### src/rtl/fb_rect_fill_if.sv
// Command and framebuffer write-port signals of the rectangle fill engine.
// The engine is the slave: it receives commands and drives the framebuffer write port.
interface fb_rect_fill_if;
    // Command side: start is a one-cycle request, sampled only while busy is low.
    // Write side: fb_we with fb_w_xpos/fb_w_ypos/fb_din is a valid that stays high and stable
    // until fb_w_data_valid (ready) is seen at a clock edge; the write completes at that edge.
    logic       start;
    logic [7:0] x0;
    logic [7:0] x1;
    logic [7:0] y0;
    logic [7:0] y1;
    logic [1:0] pattern;
    logic       abort;
    logic       busy;
    logic       done;
    logic       err;
    logic       fb_busy;
    logic       fb_we;
    logic [7:0] fb_w_xpos;
    logic [7:0] fb_w_ypos;
    logic [7:0] fb_din;
    logic       fb_w_data_valid;

    modport slave (
        input  start, x0, x1, y0, y1, pattern, abort, fb_busy, fb_w_data_valid,
        output busy, done, err, fb_we, fb_w_xpos, fb_w_ypos, fb_din
    );

    modport master (
        output start, x0, x1, y0, y1, pattern, abort, fb_busy, fb_w_data_valid,
        input  busy, done, err, fb_we, fb_w_xpos, fb_w_ypos, fb_din
    );
endinterface

### src/rtl/fb_rect_fill.sv
// Rectangle fill engine: walks the covered byte cells of a rectangle in row-major order
// and issues one framebuffer byte write per cell with a fixed fill pattern.
module fb_rect_fill #(
    parameter int FB_WIDTH  = 128,
    parameter int FB_HEIGHT = 64
) (
    input  logic             clk,
    input  logic             rst,
    fb_rect_fill_if.slave    bus,
    output logic [2:0]       state_o
);

    typedef enum logic [2:0] {
        IDLE    = 3'd0,
        WAIT_FB = 3'd1,
        WRITE   = 3'd2,
        ADVANCE = 3'd3,
        FINISH  = 3'd4
    } state_e;

    localparam logic [8:0] W_LIM = 9'(FB_WIDTH);
    localparam logic [8:0] H_LIM = 9'(FB_HEIGHT);

    state_e     state_q, state_d;
    logic       busy_q, busy_d;
    logic       done_q, done_d;
    logic       err_q, err_d;
    logic       we_q, we_d;
    logic [7:0] xpos_q, xpos_d;
    logic [7:0] ypos_q, ypos_d;
    logic [7:0] din_q, din_d;
    logic [4:0] x0b_q, x0b_d;
    logic [4:0] x1b_q, x1b_d;
    logic [7:0] y1_q, y1_d;
    logic [1:0] pat_q, pat_d;
    logic [7:0] cur_x_q, cur_x_d;
    logic [7:0] cur_y_q, cur_y_d;

    logic       bad_rect;
    logic [7:0] pat_byte;
    logic       row_end;

    assign bad_rect = (bus.x0 > bus.x1) || (bus.y0 > bus.y1) ||
                      ({1'b0, bus.x1} >= W_LIM) || ({1'b0, bus.y1} >= H_LIM);
    assign row_end  = (cur_x_q[7:3] == x1b_q);

    // Odd/even row selects the phase of the checker and stripe patterns.
    always_comb begin
        pat_byte = 8'h00;
        case (pat_q)
            2'd0: pat_byte = 8'h00;
            2'd1: pat_byte = 8'hFF;
            2'd2: pat_byte = cur_y_q[0] ? 8'h55 : 8'hAA;
            2'd3: pat_byte = cur_y_q[0] ? 8'h00 : 8'hFF;
            default: pat_byte = 8'h00;
        endcase
    end

    always_comb begin
        state_d = state_q;
        busy_d  = busy_q;
        done_d  = 1'b0;
        err_d   = 1'b0;
        we_d    = we_q;
        xpos_d  = xpos_q;
        ypos_d  = ypos_q;
        din_d   = din_q;
        x0b_d   = x0b_q;
        x1b_d   = x1b_q;
        y1_d    = y1_q;
        pat_d   = pat_q;
        cur_x_d = cur_x_q;
        cur_y_d = cur_y_q;
        case (state_q)
            IDLE: begin
                if (bus.start) begin
                    if (bad_rect) begin
                        err_d = 1'b1;
                    end else begin
                        x0b_d   = bus.x0[7:3];
                        x1b_d   = bus.x1[7:3];
                        y1_d    = bus.y1;
                        pat_d   = bus.pattern;
                        cur_x_d = {bus.x0[7:3], 3'b000};
                        cur_y_d = bus.y0;
                        busy_d  = 1'b1;
                        state_d = WAIT_FB;
                    end
                end
            end
            WAIT_FB: begin
                if (bus.abort) begin
                    state_d = FINISH;
                end else if (!bus.fb_busy) begin
                    we_d    = 1'b1;
                    xpos_d  = cur_x_q;
                    ypos_d  = cur_y_q;
                    din_d   = pat_byte;
                    state_d = WRITE;
                end
            end
            WRITE: begin
                // Abort is deliberately not looked at here: a started handshake always completes.
                if (bus.fb_w_data_valid) begin
                    we_d    = 1'b0;
                    state_d = ADVANCE;
                end
            end
            ADVANCE: begin
                if (bus.abort) begin
                    state_d = FINISH;
                end else if (row_end && (cur_y_q == y1_q)) begin
                    done_d  = 1'b1;
                    state_d = FINISH;
                end else if (row_end) begin
                    cur_x_d = {x0b_q, 3'b000};
                    cur_y_d = cur_y_q + 8'd1;
                    state_d = WAIT_FB;
                end else begin
                    cur_x_d = cur_x_q + 8'd8;
                    state_d = WAIT_FB;
                end
            end
            FINISH: begin
                busy_d  = 1'b0;
                state_d = IDLE;
            end
            default: begin
                busy_d  = 1'b0;
                we_d    = 1'b0;
                state_d = IDLE;
            end
        endcase
    end

    always_ff @(posedge clk or posedge rst) begin
        if (rst) begin
            state_q <= IDLE;
            busy_q  <= 1'b0;
            done_q  <= 1'b0;
            err_q   <= 1'b0;
            we_q    <= 1'b0;
            xpos_q  <= 8'h00;
            ypos_q  <= 8'h00;
            din_q   <= 8'h00;
            x0b_q   <= 5'd0;
            x1b_q   <= 5'd0;
            y1_q    <= 8'h00;
            pat_q   <= 2'd0;
            cur_x_q <= 8'h00;
            cur_y_q <= 8'h00;
        end else begin
            state_q <= state_d;
            busy_q  <= busy_d;
            done_q  <= done_d;
            err_q   <= err_d;
            we_q    <= we_d;
            xpos_q  <= xpos_d;
            ypos_q  <= ypos_d;
            din_q   <= din_d;
            x0b_q   <= x0b_d;
            x1b_q   <= x1b_d;
            y1_q    <= y1_d;
            pat_q   <= pat_d;
            cur_x_q <= cur_x_d;
            cur_y_q <= cur_y_d;
        end
    end

    assign bus.busy      = busy_q;
    assign bus.done      = done_q;
    assign bus.err       = err_q;
    assign bus.fb_we     = we_q;
    assign bus.fb_w_xpos = xpos_q;
    assign bus.fb_w_ypos = ypos_q;
    assign bus.fb_din    = din_q;
    assign state_o       = state_q;

endmodule

### src/flat_wrapper.sv
// flat-port wrapper written by rule: the top's interface ports become plain ports
module fb_rect_fill_flat 
#(
    parameter int FB_WIDTH  = 128,
    parameter int FB_HEIGHT = 64
)
  (clk, rst, state_o, bus_start, bus_x0, bus_x1, bus_y0, bus_y1, bus_pattern, bus_abort, bus_fb_busy, bus_fb_w_data_valid, bus_busy, bus_done, bus_err, bus_fb_we, bus_fb_w_xpos, bus_fb_w_ypos, bus_fb_din);
  fb_rect_fill_if bus_i ();
  input  logic clk;
  input  logic rst;
  output logic [2:0] state_o;
  input wire logic [$bits(bus_i.start)-1:0] bus_start;
  input wire logic [$bits(bus_i.x0)-1:0] bus_x0;
  input wire logic [$bits(bus_i.x1)-1:0] bus_x1;
  input wire logic [$bits(bus_i.y0)-1:0] bus_y0;
  input wire logic [$bits(bus_i.y1)-1:0] bus_y1;
  input wire logic [$bits(bus_i.pattern)-1:0] bus_pattern;
  input wire logic [$bits(bus_i.abort)-1:0] bus_abort;
  input wire logic [$bits(bus_i.fb_busy)-1:0] bus_fb_busy;
  input wire logic [$bits(bus_i.fb_w_data_valid)-1:0] bus_fb_w_data_valid;
  output wire logic [$bits(bus_i.busy)-1:0] bus_busy;
  output wire logic [$bits(bus_i.done)-1:0] bus_done;
  output wire logic [$bits(bus_i.err)-1:0] bus_err;
  output wire logic [$bits(bus_i.fb_we)-1:0] bus_fb_we;
  output wire logic [$bits(bus_i.fb_w_xpos)-1:0] bus_fb_w_xpos;
  output wire logic [$bits(bus_i.fb_w_ypos)-1:0] bus_fb_w_ypos;
  output wire logic [$bits(bus_i.fb_din)-1:0] bus_fb_din;
  assign bus_i.start = bus_start;
  assign bus_i.x0 = bus_x0;
  assign bus_i.x1 = bus_x1;
  assign bus_i.y0 = bus_y0;
  assign bus_i.y1 = bus_y1;
  assign bus_i.pattern = bus_pattern;
  assign bus_i.abort = bus_abort;
  assign bus_i.fb_busy = bus_fb_busy;
  assign bus_i.fb_w_data_valid = bus_fb_w_data_valid;
  assign bus_busy = bus_i.busy;
  assign bus_done = bus_i.done;
  assign bus_err = bus_i.err;
  assign bus_fb_we = bus_i.fb_we;
  assign bus_fb_w_xpos = bus_i.fb_w_xpos;
  assign bus_fb_w_ypos = bus_i.fb_w_ypos;
  assign bus_fb_din = bus_i.fb_din;
  fb_rect_fill #(.FB_WIDTH(FB_WIDTH), .FB_HEIGHT(FB_HEIGHT)) u_core (.clk(clk), .rst(rst), .bus(bus_i), .state_o(state_o));
endmodule
### config.mk
export PLATFORM = sky130hd
export DESIGN_NAME = fb_rect_fill_flat
export DESIGN_NICKNAME = d
export VERILOG_FILES = /design/src/rtl/fb_rect_fill_if.sv /design/src/rtl/fb_rect_fill.sv /design/src/flat_wrapper.sv
export SDC_FILE = /design/constraint.sdc
export NUM_CORES = 1
export LEC_CHECK = 0
export CAP_MARGIN = 20
export CORE_AREA = 2 2 107 109
export DETAILED_ROUTE_END_ITERATION = 10
export DIE_AREA = 0 0 109 111
export GPL_ROUTABILITY_DRIVEN = 0
export SLEW_MARGIN = 20
export SYNTH_ARGS = -nofsm -noshare
export SYNTH_HDL_FRONTEND = slang
export SYNTH_SLANG_ARGS = --single-unit
### constraint.sdc
create_clock -name clk -period 2.9 [get_ports clk]
set_input_delay 0.58 -clock clk [delete_from_list [all_inputs] [get_ports clk]]
set_output_delay 0.58 -clock clk [all_outputs]
set_load 0.05 [all_outputs]
## Word level (Yosys, flattened, before mapping)

Index checks and enable logic that the tools add are counted.

| storage, ports and cells | value |
|---|---|
| bits in registers | 67 |
| input bits | 40 |
| output and inout bits | 31 |

| cells by class | value |
|---|---|
| add/sub/neg operators | 2 |
| order comparisons | 4 |
| eq/ne operators | 18 |
| mux-type cells | 36 |
| bitwise operators | 5 |
| reduce and logical (&&, ||, !) cells | 16 |

Operator list:

| kind | count |
|---|---|
| 2-to-1 mux 8 bit | 12 |
| case mux 8 bit (2 select lines) | 2 |
| case mux 8 bit (4 select lines) | 1 |
| 2-to-1 mux 3 bit | 7 |
| greater-than comparator 8 bit | 2 |
| != test 2 bit, second input constant | 7 |
| case mux 3 bit (4 select lines) | 1 |
| 2-to-1 mux 1 bit | 11 |
| AND reduction 3 bit | 3 |
| adder 8 x 1 -> 8 bit, second input constant | 1 |
| adder 8 x 4 -> 8 bit, second input constant | 1 |
| equality test 8 bit | 1 |
| >= comparator 8 x 7 -> 1 bit, second input constant | 1 |
| >= comparator 8 bit, second input constant | 1 |
| AND reduction 4 bit | 2 |
| equality test 3 x 2 -> 1 bit, second input constant | 2 |
| AND reduction 6 bit | 1 |
| OR reduction 3 bit | 2 |
| equality test 5 bit | 1 |
| NOT 1 bit | 5 |
| AND reduction 5 bit | 1 |
| equality test 2 bit, second input constant | 2 |
| equality test 3 x 1 -> 1 bit, second input constant | 1 |
| equality test 3 bit, second input constant | 1 |
| other kinds (10) | 12 |

## Longest topological paths before layout

| logic depth | value |
|---|---|
| depth in word-level cells | 7 |
| gate-level depth with buffers | 10 |
| gate-level depth less buffers | 9 |

## Least setup slack after synthesis

Ideal clock, no wire load.

| timing path | value |
|---|---|
| kind | input to register |
| start point | input port bus_x1[1] |
| end point | register u_core.pat_q[0] |
| library setup time | 0.125 ns |
| data arrival time | 2.111 ns |
| data required time | 2.775 ns |
| setup slack | 0.664 ns |
| stages | 8 |
| path through | inv_1 -> ha_1 -> and2_1 -> a221o_1 -> and3_4 -> nand3_2 -> buf_6 -> mux2_4 |

| on the way | value |
|---|---|
| cells in the longest elaborated chain, start to end | 6 |
| elaborated cells on any way between the ends | 7 |
| those cells by class | 2 x order compare; 1 x bitwise; 4 x reduce/logical |

RTL lines:

| what | line | source |
|---|---|---|
| from (decl) | flat_wrapper.sv:14 | `input wire logic [$bits(bus_i.x1)-1:0] bus_x1;` |
| greater-than comparator 8 bit | fb_rect_fill.sv:43 | `assign bad_rect = (bus.x0 > bus.x1) \|\| (bus.y0 > bus.y1) \|\|` |
| logical OR 1 bit | fb_rect_fill.sv:43 |  |
| logical OR 1 bit (*) | fb_rect_fill.sv:43 |  |
| logical OR 1 bit (*) | fb_rect_fill.sv:44 | `({1'b0, bus.x1} >= W_LIM) \|\| ({1'b0, bus.y1} >= H_LIM);` |
| NOT 1 bit (no source line) (*) | - |  |
| AND reduction 3 bit (no source line) (*) | - |  |
| to (signal assigned) | fb_rect_fill.sv:164 | `pat_q <= pat_d;` |
| to (decl) | fb_rect_fill.sv:35 | `logic [1:0] pat_q, pat_d;` |

Mark *: on every way between the ends. The rest lies on a longest branch, timed or not.
A chain may end at the register's enable or synchronous reset.

## Final worst setup path

| timing path | value |
|---|---|
| start point | input port bus_x1[1] |
| end point | register u_core.cur_y_q[1] |

| on the way | value |
|---|---|
| cells in the longest elaborated chain, start to end | 6 |
| elaborated cells on any way between the ends | 7 |
| those cells by class | 2 x order compare; 1 x eq/ne; 4 x reduce/logical |

RTL lines:

| what | line | source |
|---|---|---|
| greater-than comparator 8 bit | fb_rect_fill.sv:43 |  |
| logical OR 1 bit | fb_rect_fill.sv:43 |  |
| logical OR 1 bit (*) | fb_rect_fill.sv:43 |  |
| logical OR 1 bit (*) | fb_rect_fill.sv:44 |  |
| != test 2 bit (no source line) (*) | - |  |
| AND reduction 6 bit (no source line) (*) | - |  |
| to (signal assigned) | fb_rect_fill.sv:166 | `cur_y_q <= cur_y_d;` |
| to (decl) | fb_rect_fill.sv:37 | `logic [7:0] cur_y_q, cur_y_d;` |

Marked as above.

==> flow_summary.json <==
{
  "run_status": "completed",
  "cts_resized": 0,
  "nets": 439,
  "cp_top_family": "compound AO/OA/AOI/OAI gates",
  "antenna_found_initial": 0,
  "tritoncts": "yes",
  "power_frac_seq_pct": 36.6,
  "slew_headroom_pct": 54.9,
  "clkLatencyLatePin_ns": 0.29,
  "grt_pass1_wl_um": 11700,
  "synth-seq-cells": 55,
  "clockBufferDepth": 2,
  "clock.fmax_mhz": 395,
  "drt-initial-drc-count": 101,
  "p_int_w": 0.00229,
  "num_antenna_cells": 0,
  "finalHoldViolCount": 0,
  "multiInputGateArea_um2": 1580,
  "overflow": 0,
  "seq_area_um2": 1380,
  "cts.reportedPaths.clkPinSlew_ns": 0.07,
  "finalSetupTns_ns": 0,
  "holdBufCountCts": 0,
  "final_cell_mix": "clkdlybuf4s50_1 (67), dfrtp_1 (55), nand2_1 (43)",
  "fin_area_um2": 4130,
  "place_hpwl_um": 5620,
  "worst_pin_slew_ns": 0.677,
  "core_area_um2": 11100,
  "synth_area_per_cell_um2": 9.89,
  "cp.arrival_ns": 2.71,
  "area_delta_synth_final_pct": 29.8,
  "die_h_um": 111,
  "dp_slack_ns": 0.0506,
  "power_frac_comb_pct": 46.2,
  "drv_cap": 0,
  "ir_drop_uv": 422,
  "grt_max_degree": 30,
  "wl_per_cell_um": 13.7,
  "io_pins": 71,
  "p_switching_w": 0.00168,
  "swShare_pct": 42.3,
  "initial_utilization_pct": 28.7,
  "worstPathMaxFanout": 14,
  "finalCritPeriodShare_pct": 87.4,
  "totalWireLength_um": 7180,
  "cts_sinks": 55,
  "crit_type": "in2reg",
  "power.density_nw_per_um2": 961,
  "synth_cell_types": 47,
  "cts-root-buf": "clkbuf_16",
  "drive_gt1_share_pct": 15.2,
  "synth_area_um2": 3180,
  "hp-class": "reg2reg",
  "drtAntennaViolNets": 0,
  "yosysWarnings": 0,
  "rsz0062_at_grt": "false",
  "detailed_place.area_um2": 3960,
  "p_clk_share_pct": 17.2,
  "final_common_cell": "clkdlybuf4s50_1",
  "cp.required_ns": 3.07,
  "ys_seq_area_share_pct": 43.2,
  "period_minus_slack_ns": 2.53,
  "die_area_um2": 12100,
  "h-tree-depth": 2,
  "crit_chain": "clkdlybuf4s50_1, inv_1, ha_1, and2_1, a221o_1, and3_4, a31o_4, mux2_4",
  "grt_pass1_vias": 2325,
  "fp-row-count": 39,
  "p_leak_nw": 1.84,
  "synthCells": 322,
  "placed_cells": 517,
  "viasPerCell": 4.63,
  "maxSlewViolCount": 0,
  "dieWidth_um": 109,
  "routed-via-count": 2430,
  "stdcell_count": 525,
  "cts-buffers-inserted": 5,
  "setup_viol": 0,
  "drc": 0,
  "io_buffer_count": 67,
  "grt_use_total_pct": 12.3,
  "critPathSlowestCell": "clkdlybuf4s50_1",
  "startpoint_type": "input pin",
  "fin_skew_ns": 0.00733,
  "endpoint_kind": "flop",
  "cts_setup_buffers": 0,
  "crit_buf_inv": 2,
  "crit_path_max_incr_delay_ns": 0.45,
  "setup_ws_ns": 0.367,
  "nFillCells": 1094,
  "dr.pass1.iters": 4
}
==> Yosys cell counts, drive strengths merged <==
cell type,instances,area (um2)
dfrtp,55,1380
or3,1,6.26
nor2b,2,12.5
o211ai,2,20.0
nand2,45,174
a211oi,1,7.51
o31ai,2,28.8
and3,2,17.5
a21oi,19,106
o22ai,4,25.0
and2,6,40.0
mux2i,1,10.0
or2,2,12.5
ha,18,225
nand3b,1,7.51
buf,16,115
inv,24,90.1
xor2,6,52.6
clkbuf,6,25.0
xnor2,11,96.3
a221o,1,10.0
mux2,25,308
a21boi,1,7.51
a211o,1,8.76
a31o,1,17.5
nand3,12,70.1
o21ai,30,154
conb,1,3.75
nand2b,1,13.8
nor3,6,45.0
nor2,10,37.5
a22oi,2,15.0
nand4,6,37.5
a31oi,1,6.26
==> per-stage QoR <==
step | power [W] | hold slack, ns | utilization (%)
2_1_floorplan | 0.00277 | 0.439 | -
3_3_place_gp | 0.00327 | 0.453 | 35.8
3_5_place_dp | 0.00331 | 0.457 | 35.8
4_1_cts | 0.00400 | 0.474 | 37.3
5_1_grt | 0.00423 | 0.505 | 37.3
6_report | 0.00397 | 0.468 | 37.3
==> power groups by stage <==
stage	combinational [W]	sequential, W	clock, W
after floorplan	0.00102	0.00175	0
after global placement	0.00182	0.00146	0
after detailed placement	0.00185	0.00147	0
after CTS	0.00185	0.00145	0.000700
after global routing	0.00199	0.00151	0.000730
final	0.00183	0.00145	0.000683
==> metal layers <==
| metal | up-vias | routed length (um) | track usage, % | share of wire [%] |
|---|---|---|---|---|
| met5 | - | 0 | 0 | 0 |
| met4 | 0 | 96 | 4.19 | 1.3 |
| met3 | 9 | 396 | 2.65 | 5.5 |
| met2 | 58 | 3130 | 18.3 | 44 |
| met1 | 1152 | 3560 | 17.7 | 50 |
| li1 | 1211 | - | - | - |
==> final cells by class <==
type | count | area share (%)
clock buffer | 5 | 3.03
multi-input combinational | 223 | 38.3
clock inverter | 3 | 1.06
sequential | 55 | 33.3
inverter | 24 | 2.18
timing repair buffer | 72 | 17.7
tap | 143 | 4.33
==> sequential cells by signal, summed over array words and instances, names as in the netlist <==
signal,count
u_core.state_o,3
u_core.pat_q,2
u_core.bus.done,1
u_core.y1_q,8
u_core.bus.err,1
u_core.bus.fb_w_xpos,5
u_core.bus.fb_din,2
u_core.bus.fb_we,1
u_core.x0b_q,5
u_core.bus.busy,1
u_core.cur_y_q,8
u_core.x1b_q,5
u_core.cur_x_q,5
u_core.bus.fb_w_ypos,8
==> cell families after synthesis <==
kind of cell               synth area share, %
xor gates and xnor gates                  4.68
and+or+nand+nor                           14.9
other                                    0.118
muxes                                     9.98
DFF                                       43.2
buffers and inverters                     7.23
adders and majority gates                 7.08
AOI/OAI and AO/OA                         12.8
==> worst reg2reg max path: cells and delay by family, from the launching register on <==
kind / cells / cell delay, ns
buffers and inverters: 1 / 0.19
AO/OA/AOI/OAI: 1 / 0.25
multiplexers: 1 / 0.32
flip-flops: 1 / 0.47
XOR/XNOR: 1 / 0.21
AND/OR/NAND/NOR: 3 / 0.52
==> path summary, 6_finish.rpt <==
| kind | start | slack (ns) | cells past startpoint | end |
|---|---|---|---|---|
| max | bus_x1[1] | 0.37 | 8 | u_core.cur_y_q[1] |
| max reg2reg | u_core.cur_x_q[5] | 0.84 | 7 | u_core.cur_y_q[1] |
| min in group asynchronous | rst | 0.68 | 2 | u_core.bus.fb_din[6] |
| min | u_core.x0b_q[0] | 0.47 | 2 | u_core.x0b_q[0] |
| min reg2reg | u_core.x0b_q[0] | 0.47 | 2 | u_core.x0b_q[0] |
| max in group asynchronous | rst | 1.66 | 3 | u_core.y1_q[2] |
Power figures use the tool's default switching activity.
